**src/rtl/clk_div_bank_pkg.sv**
```systemverilog
// Shared types for the clock/pulse divider bank: channel modes, the
// per-channel configuration record and reset defaults.
package clk_div_bank_pkg;

  localparam int MODE_W = 2;

  typedef enum logic [MODE_W-1:0] {
    MODE_OFF    = 2'd0,
    MODE_SQUARE = 2'd1,
    MODE_PULSE  = 2'd2,
    MODE_BURST  = 2'd3
  } mode_t;

  // Fields are sized for the widest supported bank (CNT_W <= 256, BURST_W <= 16).
  localparam int CFG_SHIFT_W = 8;
  localparam int CFG_BURST_W = 16;

  typedef struct packed {
    mode_t                  mode;
    logic [CFG_SHIFT_W-1:0] shift;
    logic [CFG_BURST_W-1:0] burst;
  } ch_cfg_t;

  function automatic logic [CFG_SHIFT_W-1:0] default_shift(input int ch);
    return CFG_SHIFT_W'(ch);
  endfunction

  function automatic ch_cfg_t default_cfg(input int ch);
    ch_cfg_t cfg_v;
    cfg_v.mode  = MODE_SQUARE;
    cfg_v.shift = default_shift(ch);
    cfg_v.burst = {CFG_BURST_W{1'b0}};
    return cfg_v;
  endfunction

endpackage

```
**src/rtl/clk_div_chan.sv**
```systemverilog
// One divider channel: pending/active config, period-boundary commit,
// burst period counter and the registered output.
module clk_div_chan
  import clk_div_bank_pkg::*;
#(
  parameter int CNT_W  = 16,
  parameter int CH_IDX = 0
) (
  input  logic             clk,
  input  logic             reset,
  input  logic [CNT_W-1:0] cnt,
  input  logic             wr,
  input  ch_cfg_t          wr_cfg,
  output logic             ch_out,
  output logic             ch_pend,
  output logic             ch_done
);

  localparam logic [CNT_W-1:0]       CNT_ONE   = {{(CNT_W-1){1'b0}}, 1'b1};
  localparam logic [CFG_BURST_W-1:0] BCNT_ONE  = {{(CFG_BURST_W-1){1'b0}}, 1'b1};
  localparam logic [CFG_BURST_W-1:0] BCNT_ZERO = {CFG_BURST_W{1'b0}};

  ch_cfg_t                act_r, pend_cfg_r, act_nxt_s;
  logic                   pend_r, done_r, out_r;
  logic                   done_nxt_s, out_nxt_s, commit_s, act_bnd_s;
  logic [CFG_BURST_W-1:0] bcnt_r, bcnt_nxt_s;
  logic [CFG_SHIFT_W-1:0] m_s;
  logic [CNT_W-1:0]       cnt_nxt_s, m_mask_s, act_mask_s, nxt_mask_s, nxt_top_s;

  // Ones in bits [s:0]; s is already clamped to CNT_W-1 by the top level.
  function automatic logic [CNT_W-1:0] low_mask(input logic [CFG_SHIFT_W-1:0] s);
    logic [CNT_W-1:0] ones_v;
    ones_v = {CNT_W{1'b1}};
    return ones_v >> (CNT_W - 1 - int'(s));
  endfunction

  // Commit detect, burst bookkeeping and next output value (computed from cnt+1).
  always_comb begin
    if (act_r.mode == MODE_OFF || pend_cfg_r.shift > act_r.shift) begin
      m_s = pend_cfg_r.shift;
    end else begin
      m_s = act_r.shift;
    end
    m_mask_s   = low_mask(m_s);
    act_mask_s = low_mask(act_r.shift);
    commit_s   = pend_r && ((cnt & m_mask_s) == m_mask_s);
    act_bnd_s  = (cnt & act_mask_s) == act_mask_s;
    cnt_nxt_s  = cnt + CNT_ONE;

    act_nxt_s  = act_r;
    bcnt_nxt_s = bcnt_r;
    done_nxt_s = done_r;
    if (commit_s) begin
      act_nxt_s  = pend_cfg_r;
      bcnt_nxt_s = pend_cfg_r.burst;
      done_nxt_s = (pend_cfg_r.mode == MODE_BURST) && (pend_cfg_r.burst == BCNT_ZERO);
    end else if (act_r.mode == MODE_BURST && bcnt_r != BCNT_ZERO && act_bnd_s) begin
      bcnt_nxt_s = bcnt_r - BCNT_ONE;
      done_nxt_s = done_r | (bcnt_nxt_s == BCNT_ZERO);
    end else begin
      done_nxt_s = done_r;
    end

    nxt_mask_s = low_mask(act_nxt_s.shift);
    nxt_top_s  = nxt_mask_s & ~(nxt_mask_s >> 1);
    case (act_nxt_s.mode)
      MODE_SQUARE: out_nxt_s = |(cnt_nxt_s & nxt_top_s);
      MODE_PULSE:  out_nxt_s = (cnt_nxt_s & nxt_mask_s) == nxt_mask_s;
      MODE_BURST:  out_nxt_s = (bcnt_nxt_s != BCNT_ZERO) && |(cnt_nxt_s & nxt_top_s);
      default:     out_nxt_s = 1'b0;
    endcase
  end

  // Channel state; a write in the commit cycle lands in pending after the old value commits.
  always_ff @(posedge clk) begin
    if (reset) begin
      act_r      <= default_cfg(CH_IDX);
      pend_cfg_r <= default_cfg(CH_IDX);
      pend_r     <= 1'b0;
      done_r     <= 1'b0;
      bcnt_r     <= BCNT_ZERO;
      out_r      <= 1'b0;
    end else begin
      act_r  <= act_nxt_s;
      bcnt_r <= bcnt_nxt_s;
      done_r <= done_nxt_s;
      out_r  <= out_nxt_s;
      if (wr) begin
        pend_cfg_r <= wr_cfg;
        pend_r     <= 1'b1;
      end else if (commit_s) begin
        pend_r <= 1'b0;
      end
    end
  end

  assign ch_out  = out_r;
  assign ch_pend = pend_r;
  assign ch_done = done_r;

endmodule

```
**src/rtl/clk_div_bank.sv**
```systemverilog
// Bank of NUM_CH divided clock/pulse outputs sharing one free-running
// counter; per-channel config is committed only on period boundaries.
module clk_div_bank
  import clk_div_bank_pkg::*;
#(
  parameter int NUM_CH  = 8,
  parameter int CNT_W   = 16,
  parameter int BURST_W = 8
) (
  input  logic                      clk,
  input  logic                      reset,
  input  logic                      cfg_wr,
  input  logic [$clog2(NUM_CH)-1:0] cfg_ch,
  input  logic [1:0]                cfg_mode,
  input  logic [$clog2(CNT_W)-1:0]  cfg_shift,
  input  logic [BURST_W-1:0]        cfg_burst,
  output logic [NUM_CH-1:0]         ch_out,
  output logic [NUM_CH-1:0]         ch_pend,
  output logic [NUM_CH-1:0]         ch_done
);

  localparam int CH_W = $clog2(NUM_CH);

  logic [CNT_W-1:0] cnt_r;
  ch_cfg_t          wr_cfg_s;

  // Shared free-running counter.
  always_ff @(posedge clk) begin
    if (reset) begin
      cnt_r <= {CNT_W{1'b0}};
    end else begin
      cnt_r <= cnt_r + {{(CNT_W-1){1'b0}}, 1'b1};
    end
  end

  // Write decode with shift clamping.
  always_comb begin
    wr_cfg_s.mode  = mode_t'(cfg_mode);
    wr_cfg_s.burst = CFG_BURST_W'(cfg_burst);
    if (int'(cfg_shift) >= CNT_W) begin
      wr_cfg_s.shift = CFG_SHIFT_W'(CNT_W - 1);
    end else begin
      wr_cfg_s.shift = CFG_SHIFT_W'(cfg_shift);
    end
  end

  // Channel indices >= NUM_CH match no instance, so such writes fall away.
  for (genvar i = 0; i < NUM_CH; i++) begin : g_ch
    clk_div_chan #(
      .CNT_W (CNT_W),
      .CH_IDX(i)
    ) u_chan (
      .clk    (clk),
      .reset  (reset),
      .cnt    (cnt_r),
      .wr     (cfg_wr && (cfg_ch == CH_W'(i))),
      .wr_cfg (wr_cfg_s),
      .ch_out (ch_out[i]),
      .ch_pend(ch_pend[i]),
      .ch_done(ch_done[i])
    );
  end

endmodule

```
**config.mk**
```make
export PLATFORM = sky130hd
export DESIGN_NAME = clk_div_bank
export DESIGN_NICKNAME = d
export VERILOG_FILES = /design/src/rtl/clk_div_bank_pkg.sv /design/src/rtl/clk_div_chan.sv /design/src/rtl/clk_div_bank.sv
export SDC_FILE = /design/constraint.sdc
export NUM_CORES = 1
export LEC_CHECK = 0
export CORE_UTILIZATION = 55
export DETAILED_ROUTE_END_ITERATION = 7
export HOLD_SLACK_MARGIN = 0.1
export PLACE_DENSITY = 0.71
export SETUP_SLACK_MARGIN = 0.4
export SLEW_MARGIN = 25
export SYNTH_ARGS = -nofsm -noshare
export SYNTH_HDL_FRONTEND = slang
export SYNTH_SLANG_ARGS = --single-unit
```
**constraint.sdc**
```tcl
create_clock -name clk -period 11.3 [get_ports clk]
set_input_delay 2.825 -clock clk [delete_from_list [all_inputs] [get_ports clk]]
set_output_delay 2.825 -clock clk [all_outputs]
set_load 0.01 [all_outputs]
```
==> impl_results.md <==
* Status: complete, but fails checks
* Failing checks: design-rule violations
* Post-place instance area at 29300 um2
* Endpoints failing setup at 0
* RR Startpoint: g_ch[2].u_chan.act_r[19]
* Placed insts at 4575
* Peak VDD IR at 122 uV
* Unrepaired setup endpoints after global routing: no
* P_leak at 0.0121 uW
* CTS tree: built
* Number of global-route vias before repair at 28453
* Hold Vio Cnt, Final at 0
* Sequential area share after synthesis at 0.250
* Syn nets at 4202
* Initial drt markers at 3591
* Final Max Tran Viols at 0
* Clock Skew at 0.0332 ns
* Initial core utilization at 0.560
* Die height at 231 um
* Remaining global-route overflow at 0
* DRC Markers at 7
* Setup WS pre-CTS at 3.44 ns
* Worst path max stage delay at 0.65 ns
* Reg-to-reg endpoint: g_ch[2].u_chan.ch_out
* Worst Hold Class: register to register
* Mux cell area share after synthesis at 0.0628
* Main combinational cell family by area after synthesis: simple AND/OR/NAND/NOR gates
* Detailed-route wire length at 111000 um
* Crit path DAT at 8.48 ns
* Post-synthesis register bit count at 360
* Share of synthesized registers carrying an async set or reset at 0
* Hold path endpoint: g_ch[3].u_chan.pend_cfg_r[2]
* Slowest-stage cell, CP: dfxtp_1
* Antenna Nets Post-Route at 0
* CTS Root Cell: clkbuf_16
* Final min period at 8.01 ns
* Clock-pin transition on the worst setup and hold timing paths at 0.06 ns
* Core Region at 51600 um2
* Synth Area in Adders at 0.0361
* Post-CTS Resized at 0
* Wire per inst at 23.9 um
* Most frequent CP cell: nand2_1
* Max Cap Viol at 0
* DR vias/cell at 6.72
* Die area at 53400 um2
* Total GRT Usage at 0.407
* Via count at 31317
* Row cnt at 83
* Worst r2r path cells at 27
* Xor-xnor portion of the synthesized cell area at 0.0491
* Layout Nets at 4041
* Setup TNS at 0 ns
* Worst min-delay path startpoint: g_ch[3].u_chan.pend_cfg_r[2]
* F_max at 125 MHz
* Largest net degree at the start of global routing at 138
* Commonest cells after routing, fill and taps aside: 581 x nand2_1, 535 x nor2_1, 360 x dfxtp_1, 312 x a21oi_1, 204 x o21ai_0
* Worst slew pin tran at 1.16 ns
* Synth unique cells at 113
* FF+latch area at 7210 um2
* Post-Synth Simple-Gate Area at 0.300
* Worst path buffer plus inverter count at 2
* Cts bufs inserted at 43
* Post-CTS setup-driven buffer insertion count at 0
* Area grow syn2layout at 6.88%
* Slew headroom at 0.219
* First-pass GRT wire length at 170000 um
* H-tree levels at 2
* Routability Congestion at 1.02
* Syn Area/Cell at 7.04 um2
* CTS Buffer Depth at 3
* Synth Flop Type: dfxtp_1
* Cts hold-fix bufs at 0
* Pre-antenna DRT Iters at 8
* Non-filler cells, final at 4658
* Multi-input gate area at 19900 um2
* Critical Path End Type: register
* Largest delay share family, worst path: simple AND/OR/NAND/NOR gates
* Crit-path max FO at 26
* Worst skew pair latency at 0.61 ns
* Setup slack, reg-to-reg at 3.29 ns
* CTS Sinks at 360
* Number of warnings issued by yosys at 0
* Synthesized instance count at 4101
* Startpoint types: register
* Share of cells above drive strength 1 at 0.0679
* # IOs at 44
* Filler cells at 4975
* Pwr Density at 97.7 nW/um2
* Post-synth EDFFs at 0
* Synth Area in Compound Gates at 0.236
* Post-route clock period utilization at 0.709
* Synthesized area at 28900 um2
* Most common cell after layout, fill and taps aside: nand2_1
* Final worst slack at 3.29 ns
* Die width at 231 um
* Power after layout at 3020 uW
* Crit path kind: register to register
* Cell area after layout at 30900 um2
* Worst EP required at 11.77 ns
* Half-perimeter wire length after placement at 76000 um
* Hold Path Stages at 2
* Antenna violations before repair at 3
* I/O Buffers at 43
[layer usage]
metal  up-vias  part of all wire  GRT usage
li1      14507                 -          -
met1     14536              0.41      0.543
met2      1850              0.42      0.605
met3       422              0.12     0.0988
met4         2             0.057      0.209
met5         -           0.00011          0
[synth_stat cells (all sizes together), types with 26 or more instances]
cell type / count / area (um2)
nor2b: 37 / 234
mux2: 26 / 293
and3: 39 / 244
o31ai: 28 / 229
nor4: 82 / 541
ha: 81 / 1010
o22ai: 45 / 294
xnor2: 111 / 972
a21oi: 315 / 1600
o32ai: 34 / 298
mux2i: 149 / 1520
xor2: 51 / 447
or3: 31 / 194
nand2: 582 / 2180
nor2: 544 / 2050
a31oi: 64 / 407
buf: 99 / 617
nor3: 152 / 761
o211ai: 45 / 343
nand2b: 40 / 250
inv: 100 / 375
clkbuf: 230 / 878
a211oi: 55 / 423
o21ai: 207 / 1040
nor3b: 26 / 195
nand4: 55 / 350
nand3: 122 / 616
dfxtp: 360 / 7210
or2: 28 / 175
[area by class of cell]
type / instances / area share
multi-input cells: 3304 / 0.644
flip-flops and latches: 360 / 0.233
clock buffers: 57 / 0.0398
repair buffers: 123 / 0.0336
well taps: 680 / 0.0276
inverters: 108 / 0.0131
clock inverters: 22 / 0.00847
diodes: 4 / 0.000324
[sequential cells by signal, summed over array words and instances (netlist names)]
name / count
cnt_r: 16
g_ch.u_chan.act_r: 80
g_ch.u_chan.bcnt_r: 128
g_ch.u_chan.ch_done: 8
g_ch.u_chan.ch_out: 8
g_ch.u_chan.ch_pend: 8
g_ch.u_chan.pend_cfg_r: 112
[per-stage QoR]
step	hold slack (ns)	utilization
after CTS	0.467	0.598
final	0.465	0.598
after global routing	0.485	0.598
after floorplan	0.441	-
after detailed placement	0.460	0.569
after global placement	0.453	0.569
[cell families (layout without fill, tap and decap cells)]
family | after synthesis | count (layout)
multiplexers | 175 | 175
other | 0 | 4
adder cells (fa/ha/maj) | 84 | 84
XOR/XNOR | 162 | 162
flip-flops | 360 | 360
buffers and inverters | 437 | 310
AND/OR/NAND/NOR | 1848 | 1848
AO/OA/AOI/OAI | 1035 | 1035
[where the power goes]
part | switching (uW) | internal (uW) | leakage [uW]
Sequential | 20.7 | 1280 | 0.00291
Clock | 605 | 864 | 0.000711
Combinational | 174 | 69.3 | 0.00846
Total | 800 | 2210 | 0.0121
[how the worst max path moves through the flow]
stage | start | to | slack [ns] | depth (start not counted)
final | g_ch[2].u_chan.act_r[19] | g_ch[2].u_chan.ch_out | 3.29 | 27
after global routing | g_ch[2].u_chan.act_r[19] | g_ch[2].u_chan.ch_out | 2.61 | 27
after CTS | g_ch[2].u_chan.act_r[19] | g_ch[2].u_chan.ch_out | 3.42 | 27
after detailed placement | g_ch[2].u_chan.act_r[19] | g_ch[2].u_chan.ch_out | 3.44 | 28
after global placement | g_ch[2].u_chan.act_r[19] | g_ch[2].u_chan.ch_out | 3.39 | 27
after floorplan | g_ch[2].u_chan.pend_cfg_r[16] | g_ch[2].u_chan.ch_out | 4.93 | 32
[worst register-to-register path, stage by stage (launching register included)]
cell and delay [ns]:
dfxtp_1 0.65, clkinv_1 0.45, ha_1 0.44, a21oi_1 0.19, a21oi_1 0.09, buf_4 0.19
nor2_1 0.38, nand2_1 0.11, ha_1 0.32, nor2b_1 0.46, nand2_1 0.23, a2111o_1 0.46
nand2_1 0.07, o2bb2a_1 0.20, o221ai_1 0.34, or2_2 0.60, nand2_1 0.15, ha_1 0.31
nor2b_1 0.32, nand2_1 0.23, or3_1 0.47, a32oi_1 0.17, nor2_1 0.05, or3_1 0.32
a22oi_1 0.20, nand3_1 0.11, nor4bb_1 0.26, o22ai_1 0.12
(Power assumes the default switching activity.)
